**src/rtl/network_trigger_ctrl.sv**
```systemverilog
// ---------------------------------------------------------------------------
// network_trigger_ctrl
//
// Network-level controller for the trigger instances of one actor network.
// Launches every trigger with a single broadcast start pulse, folds the
// per-trigger status lines into registered network-wide broadcasts, tracks
// late-arriving external data through a sticky flag, and re-launches the
// network when that data arrives before the network goes quiet.
//
// Parameters
//   NUM_ACTORS        number of trigger instances (>= 1)
//   NUM_INPUTS        number of input stages raising enqueue strobes (>= 1)
//
// Ports
//   ap_clk            clock, rising edge
//   ap_rst_n          asynchronous active-low reset
//   ap_start          network start request (level, sampled in IDLE)
//   ap_ready          one-cycle pulse when ap_start is accepted
//   ap_done           one-cycle pulse when the network finishes
//   ap_idle           high while in IDLE
//   trig_start        broadcast start to every trigger's ap_start
//   actor_sleep       per-trigger sleep
//   actor_sync_exec   per-trigger sync_exec
//   actor_sync_wait   per-trigger sync_wait
//   actor_idle        per-trigger ap_idle (used combinationally in RUN)
//   enq_strobe        per-input-stage token enqueue pulses
//   all_sleep         registered AND of actor_sleep (RUN only)
//   all_sync          registered AND of actor_sync_exec | actor_sync_wait
//   all_sync_wait     registered AND of actor_sync_wait
//   external_enqueue  sticky "new external data arrived" flag
//   round_count       launches since the last accepted ap_start
//
// States
//   state | meaning
//   IDLE  | waiting for ap_start; triggers are idle
//   START | one cycle, trig_start broadcast to all triggers
//   RUN   | network executing; watch for all-idle
//   DONE  | one cycle, ap_done pulse
// ---------------------------------------------------------------------------
module network_trigger_ctrl #(
    parameter int NUM_ACTORS = 4,
    parameter int NUM_INPUTS = 1
) (
    input  logic                  ap_clk,
    input  logic                  ap_rst_n,
    input  logic                  ap_start,
    output logic                  ap_ready,
    output logic                  ap_done,
    output logic                  ap_idle,
    output logic                  trig_start,
    input  logic [NUM_ACTORS-1:0] actor_sleep,
    input  logic [NUM_ACTORS-1:0] actor_sync_exec,
    input  logic [NUM_ACTORS-1:0] actor_sync_wait,
    input  logic [NUM_ACTORS-1:0] actor_idle,
    input  logic [NUM_INPUTS-1:0] enq_strobe,
    output logic                  all_sleep,
    output logic                  all_sync,
    output logic                  all_sync_wait,
    output logic                  external_enqueue,
    output logic [31:0]           round_count
);

    typedef enum logic [1:0] {
        S_IDLE  = 2'd0,
        S_START = 2'd1,
        S_RUN   = 2'd2,
        S_DONE  = 2'd3
    } state_t;

    state_t      r_state;
    state_t      w_state_nxt;

    logic        r_all_sleep;
    logic        r_all_sync;
    logic        r_all_sync_wait;
    logic        r_ext_enq;
    logic [31:0] r_round_count;

    logic        w_accept;
    logic        w_all_idle;
    logic        w_strobe;
    logic        w_relaunch;
    logic        w_in_run;

    assign w_all_idle = &actor_idle;
    assign w_strobe   = |enq_strobe;
    assign w_in_run   = (r_state == S_RUN);
    assign w_accept   = (r_state == S_IDLE) && ap_start;
    assign w_relaunch = w_in_run && w_all_idle && r_ext_enq;

    // -----------------------------------------------------------------------
    // State register
    // -----------------------------------------------------------------------
    always_ff @(posedge ap_clk or negedge ap_rst_n) begin
        if (!ap_rst_n) begin
            r_state <= S_IDLE;
        end else begin
            r_state <= w_state_nxt;
        end
    end

    // -----------------------------------------------------------------------
    // Next-state logic
    // -----------------------------------------------------------------------
    always_comb begin
        w_state_nxt = r_state;
        unique case (r_state)
            S_IDLE: begin
                if (ap_start) begin
                    w_state_nxt = S_START;
                end
            end
            S_START: begin
                w_state_nxt = S_RUN;
            end
            S_RUN: begin
                if (w_all_idle) begin
                    // Data that arrived after launch may not have been seen by
                    // the triggers, so run another round instead of finishing.
                    w_state_nxt = r_ext_enq ? S_START : S_DONE;
                end
            end
            S_DONE: begin
                w_state_nxt = S_IDLE;
            end
            default: begin
                w_state_nxt = S_IDLE;
            end
        endcase
    end

    // -----------------------------------------------------------------------
    // Output decode
    // -----------------------------------------------------------------------
    always_comb begin
        ap_ready   = 1'b0;
        ap_done    = 1'b0;
        ap_idle    = 1'b0;
        trig_start = 1'b0;
        unique case (r_state)
            S_IDLE: begin
                ap_idle  = 1'b1;
                ap_ready = ap_start;
            end
            S_START: begin
                trig_start = 1'b1;
            end
            S_RUN: begin
            end
            S_DONE: begin
                ap_done = 1'b1;
            end
            default: begin
            end
        endcase
    end

    // -----------------------------------------------------------------------
    // Aggregates: gated to RUN because idle triggers report sleep/sync_wait,
    // which would otherwise leak a stale "all asleep" into the first RUN cycle.
    // -----------------------------------------------------------------------
    always_ff @(posedge ap_clk or negedge ap_rst_n) begin
        if (!ap_rst_n) begin
            r_all_sleep     <= 1'b0;
            r_all_sync      <= 1'b0;
            r_all_sync_wait <= 1'b0;
        end else if (w_in_run) begin
            r_all_sleep     <= &actor_sleep;
            r_all_sync      <= &(actor_sync_exec | actor_sync_wait);
            r_all_sync_wait <= &actor_sync_wait;
        end else begin
            r_all_sleep     <= 1'b0;
            r_all_sync      <= 1'b0;
            r_all_sync_wait <= 1'b0;
        end
    end

    // -----------------------------------------------------------------------
    // Sticky external-enqueue flag. A new strobe always wins over either
    // clearing condition so no token is ever dropped.
    // -----------------------------------------------------------------------
    always_ff @(posedge ap_clk or negedge ap_rst_n) begin
        if (!ap_rst_n) begin
            r_ext_enq <= 1'b0;
        end else if (w_accept) begin
            r_ext_enq <= 1'b0;
        end else if (r_state != S_IDLE && w_strobe) begin
            r_ext_enq <= 1'b1;
        end else if (r_all_sync || w_relaunch) begin
            r_ext_enq <= 1'b0;
        end
    end

    // -----------------------------------------------------------------------
    // Launch counter
    // -----------------------------------------------------------------------
    always_ff @(posedge ap_clk or negedge ap_rst_n) begin
        if (!ap_rst_n) begin
            r_round_count <= 32'd0;
        end else if (w_accept) begin
            r_round_count <= 32'd0;
        end else if (r_state == S_START) begin
            r_round_count <= r_round_count + 32'd1;
        end
    end

    assign all_sleep        = r_all_sleep;
    assign all_sync         = r_all_sync;
    assign all_sync_wait    = r_all_sync_wait;
    assign external_enqueue = r_ext_enq;
    assign round_count      = r_round_count;

endmodule

```
**config.mk**
```make
export PLATFORM = sky130hd
export DESIGN_NAME = network_trigger_ctrl
export DESIGN_NICKNAME = d
export VERILOG_FILES = /design/src/rtl/network_trigger_ctrl.sv
export SDC_FILE = /design/constraint.sdc
export NUM_CORES = 1
export LEC_CHECK = 0
export ABC_AREA = 0
export CORE_MARGIN = 2
export CORE_UTILIZATION = 35
export DETAILED_ROUTE_END_ITERATION = 12
export SLEW_MARGIN = 25
export SYNTH_ARGS = -nofsm -noshare
export SYNTH_HDL_FRONTEND = slang
export SYNTH_SLANG_ARGS = --single-unit
```
**constraint.sdc**
```tcl
create_clock -name ap_clk -period 2.8 [get_ports ap_clk]
set_input_delay 0.42 -clock ap_clk [delete_from_list [all_inputs] [get_ports ap_clk]]
set_output_delay 0.42 -clock ap_clk [all_outputs]
set_load 0.01 [all_outputs]
```
==> impl_metrics.ini, run 1 <==
[yosys]
netlist_instances = 191
yosys_warnings = 0
synth_seq_cells = 38
syn_nets = 212
ys_seq_area_frac = 0.495
ys_types = 32
synth_area_sq_mm = 0.00192
syn-mean-instance-area_sq_um = 10.0

[cts]
hold_buffers = 0
clk_latency_ps = 290
cts_sinks = 38
clk_path_buf_depth = 2
cts-htree-levels = 2
postCtsResizedCells = 0
cts_made_buffers = 5
cts-root-buf = clkbuf_8
cts_tree = done
path_clk_slew_ps = 70
postCtsSetupBuffers = 0

[floorplan]
io_pins = 60
chipHeight_um = 78.1
dieArea_sq_mm = 0.00609
start_util = 0.369
dieWidth_um = 78.1
rows = 26
core_sq_mm = 0.00520

[power]
power.share.combinational = 0.260
p_int_uw = 975
p_seq_frac = 0.466
peakVddDrop_mv = 0.255
leakage_uw = 0.00128
p_switching_uw = 446
finalPower_uw = 1420
p_clk_frac = 0.274
power_density_mw_per_mm2 = 532
sw_frac_of_total = 0.314

[critical_path]
endpoint_kind = output port
arrival_ps = 1880
rr_worst_depth = 5
crit_type = register to output port
crit_fanout = 9
critPathRequiredTime_ps = 2380
start_kind = register

[routing]
drtIter0Drc = 139
wire_per_inst_um = 13.6
routed_wl_mm = 4.42
drc_errors = 0
vias_per_cell = 5.04
firstDrtPassIters = 4
postRouteAntennaNets = 0
num_vias = 1633

[final_layout]
syn2layout_area_growth_pct = 39.1
fin_util = 0.513
n_antenna_cell = 0
design_area_sq_mm = 0.00267
drive_gt1_frac = 0.0669
nFillCells = 492
layout.nets = 274

[grt]
grt_max_degree = 39
grt_overflow_total = 0
antenna_found_initial = 0
grt_pass1_wl_mm = 7.69
track_usage = 0.159
grt_pass1_vias = 1569

[min_path]
hold_path_class = input pin to async pin

[run_status]
outcome = finished, final reports clean

[timing]
fmax_mhz = 435
rsz0062_at_grt = no
setup_violations = 0
skew_ps = 6.53
tightestPinTransition_ps = 857
final_hold_viol_count = 0
fin_setup_tns_ps = 0
fin_crit_ps = 2300
fin_crit_sh = 0.821
maxSlewViolCount = 0
slew-limit-headroom = 0.428

[place]
place_hpwl_mm = 3.11
gp_congestion = 0.774
placed_cell_area_sq_mm = 0.00258
place.port_buffers = 59

[job]
maxCapViolCount = 0
## power by group through the flow
stage	clock, uW	combinational [uW]	sequential [uW]
finish	389	370	662
global route	425	408	672
CTS	400	379	660
detailed placement	0	377	669
global placement	0	382	669
floorplan	0	167	676
## cells in the mapped netlist (all sizes together)
cell / count / area (sq um)
mux2i: 23 / 230
or2: 1 / 6.26
o211ai: 2 / 15.0
a21o: 1 / 7.51
buf: 1 / 5.00
nand2: 41 / 154
and2: 3 / 18.8
or3: 1 / 6.26
o21ai: 9 / 45.0
nand2b: 3 / 18.8
nor4: 3 / 63.8
o31ai: 2 / 15.0
nor2: 9 / 33.8
nand3: 12 / 60.1
a31oi: 2 / 12.5
ha: 1 / 12.5
dfrtp: 38 / 951
clkbuf: 4 / 16.3
o22ai: 2 / 12.5
and3: 3 / 18.8
nor3: 4 / 25.0
a21oi: 2 / 10.0
nand4b: 1 / 8.76
o41ai: 1 / 8.76
inv: 5 / 18.8
nand4: 13 / 103
o311ai: 1 / 16.3
and4: 3 / 26.3
## cell usage in the layout (no fill, tap or decap), types with 2 or more instances in the layout
cell type,instances
a31oi_1,2
nand4_1,11
o21ai_0,9
clkbuf_8,6
inv_1,5
dfrtp_1,38
a21oi_1,2
nor3_1,3
o22ai_1,2
nand2b_1,3
o31ai_1,2
and4_1,3
o211ai_1,2
and3_1,3
nor4_4,3
clkdlybuf4s50_1,58
and2_1,3
nand3_1,12
nand2_1,41
mux2i_1,23
nor2_1,9
## path summary, 6_finish.rpt
kind	start	to	slack [ps]
max	r_state[1]	trig_start	500
min	ap_rst_n	all_sync_wait	240
max reg2reg	round_count[0]	round_count[14]	930
min reg2reg	round_count[31]	round_count[31]	470
max in group asynchronous	ap_rst_n	round_count[0]	2020
min in group ap_clk	round_count[31]	round_count[31]	470
## cells by family (layout without fill, tap and decap cells)
| kind of cell | count (synthesis) | after routing | share of synthesized area |
|---|---|---|---|
| compound gates | 22 | 22 | 0.0743 |
| flops | 38 | 38 | 0.495 |
| mux | 23 | 23 | 0.120 |
| buf+inv | 10 | 73 | 0.0209 |
| simple gates | 97 | 97 | 0.283 |
| fa+ha+maj | 1 | 1 | 0.00652 |
## routing by layer
metal	vias to the layer above	global-route usage	wire, um
met4	0	0.0684	86
met1	769	0.225	2200
met3	8	0.0310	168
li1	814	-	-
met2	42	0.236	1970
met5	-	0	0
## sequential cells by signal, summed over array words and instances (netlist names)
name,count
all_sync_wait,1
all_sync,1
round_count,32
external_enqueue,1
all_sleep,1
r_state,2
## worst max-delay path, stage by stage (launching register included)
cell and delay (ps):
dfrtp_1 430, nand2b_1 330, inv_1 260, clkdlybuf4s50_1 580
## area by class of cell
cell class	instances	area (sq um)	share of cell area
repair buffers	60	593	0.222
flip-flops and latches	38	951	0.356
clock buffers	7	86.3	0.0323
well taps	70	87.6	0.0328
multi-input cells	143	928	0.348
inverters	5	18.8	0.00703
clock inverters	1	5.00	0.00187
## through the flow
step           hold WS [ps]  instances  worst slack [ps]
4_1_cts                 276        324               482
6_report                240        324               501
3_3_place_gp            464        316               783
3_5_place_dp            471        316               766
2_1_floorplan           124        191              1070
5_1_grt                 324        324               363
Power figures use the tool's default switching activity.
==> run 2: changes to the inputs <==
==> constraint.sdc (replaced) <==
create_clock -name ap_clk -period 2.15 [get_ports ap_clk]
set_input_delay 0.3225 -clock ap_clk [delete_from_list [all_inputs] [get_ports ap_clk]]
set_output_delay 0.3225 -clock ap_clk [all_outputs]
set_load 0.01 [all_outputs]
==> run 2 against run 1 <==
Effect of this change:
- global-route usage increased by 0.52 points
- critical path depth unchanged
- via count increased by 0.18%
- hold slack improved by 230 ps
- total power increased by 29%
- non-clock buffer count increased by 3
- core utilization increased by 0.36 points
- clock skew decreased by 3.5 ps
- first-iteration DRC count decreased by 53%
- clock power increased by 23%
- critical endpoint unchanged
- die area unchanged
- combinational power increased by 34%
==> impl_metrics.ini, run 2 (same netlist as run 1, synthesis figures left out) <==
[timing]
fmax_mhz = 488
fin_setup_tns_ps = 0
fin_crit_sh = 0.952
rsz0062_at_grt = no
final_hold_viol_count = 0
skew_ps = 2.99
setup_violations = 0
tightestPinTransition_ps = 591
hold-worst-slack_ps = 470
slew-limit-headroom = 0.603
maxSlewViolCount = 0
fin_crit_ps = 2050

[min_path]
hold_path_class = input pin to async pin

[critical_path]
reg2reg_from = round_count[0]
arrival_ps = 1730
crit_start = r_state[1]
crit_fanout = 9
critPathRequiredTime_ps = 1830
endpoint_kind = output port
rr_worst_depth = 5
regToRegSetupSlack_ps = 290
r2r_end = round_count[14]
endpoint = trig_start
start_kind = register
crit_type = register to output port

[cts]
cts-root-buf = clkbuf_8
postCtsSetupBuffers = 0
cts_sinks = 38
clk_latency_ps = 290
cts_made_buffers = 5
path_clk_slew_ps = 70
clk_path_buf_depth = 2
cts_tree = done
cts-htree-levels = 2

[job]
maxCapViolCount = 0

[final_layout]
layout_commonest_cell = clkdlybuf4s50_1
nFillCells = 516
final_cell_mix = clkdlybuf4s50_1, nand2_1, dfrtp_1
n_antenna_cell = 0
layout.nets = 277
drive_gt1_frac = 0.0784
syn2layout_area_growth_pct = 40.1
largest_register_ffs = 32

[floorplan]
rows = 26
dieWidth_um = 78.1
chipHeight_um = 78.1
io_pins = 60
core_sq_mm = 0.00520
start_util = 0.369
dieArea_sq_mm = 0.00609

[grt]
grt_max_degree = 29
grt_pass1_vias = 1611
grt_pass1_wl_mm = 7.80
track_usage = 0.164
antenna_found_initial = 0
grt_overflow_total = 0

[routing]
vias_per_cell = 5.03
met1_length_mm = 2.14
postRouteAntennaNets = 0
drc_errors = 0
top_layer = met4
wl_met2_mm = 2.14
drtIter0Drc = 66
routed_wl_mm = 4.56
met3WireLength_um = 176
firstDrtPassIters = 4
wire_per_inst_um = 14.0
num_vias = 1636

[power]
peakVddDrop_mv = 0.309
power_density_mw_per_mm2 = 684
leakage_uw = 0.00128

[place]
place.port_buffers = 59
place_hpwl_mm = 3.32
gp_congestion = 0.754

[run_status]
outcome = finished, final reports clean
run 2: cell types whose count changed in the layout (fill, tap and decap cells not counted), sizes merged:
| cell | delta |
|---|---|
| dlygate4sd3 | +1 |
| buf | +2 |
| clkbuf | -1 |
| clkinv | -1 |
run 2: where the power goes:
part	internal (uW)	total, uW	switching (uW)
clock	247	480	233
sequential	777	864	86.5
combinational	242	496	254
total	1270	1840	574
run 2: layout make-up:
cell class / instances / area (sq um) / share of cell area
flip-flops and latches: 38 / 951 / 0.354
repair buffers: 63 / 618 / 0.230
well taps: 70 / 87.6 / 0.0326
inverters: 5 / 18.8 / 0.00698
multi-input cells: 143 / 931 / 0.346
clock buffers: 6 / 82.6 / 0.0307
run 2: routing by layer:
layer | global-route usage | vias up
li1 | - | 821
met4 | 0.0737 | 0
met5 | 0 | -
met2 | 0.251 | 40
met1 | 0.225 | 768
met3 | 0.0333 | 7
run 2: worst min-delay path by stage:
stage                           to  slack, ps  cells past startpoint
floorplan                all_sleep         30                      0
global placement     all_sync_wait        240                      1
detailed placement        all_sync        240                      1
CTS                 round_count[1]        460                      2
global route        round_count[0]        480                      2
finish               all_sync_wait        470                      2
run 2: stage by stage:
step | area (sq um) | power, uW | instances | setup slack (ps) | utilization
finish | 2690 | 1840 | 325 | 102 | 0.517
global route | 2690 | 1950 | 325 | 0.685 | 0.517
CTS | 2690 | 1870 | 325 | 76.1 | 0.517
detailed placement | 2590 | 1380 | 318 | 249 | 0.498
global placement | 2590 | 1380 | 318 | 308 | 0.498
floorplan | 1920 | 1100 | 191 | 420 | -
run 2: worst max-delay path, stage by stage (launching register included):
cell and delay [ps]:
dfrtp_1 430, nand2b_2 300, inv_2 150, clkdlybuf4s50_1 560
run 2: repair_timing:
action                                  in CTS  in global routing
endpoints found under the setup margin       1                  0
resized for setup                            2                  0
hold buffers                                 1                  0
endpoints found under the hold margin       13                  0
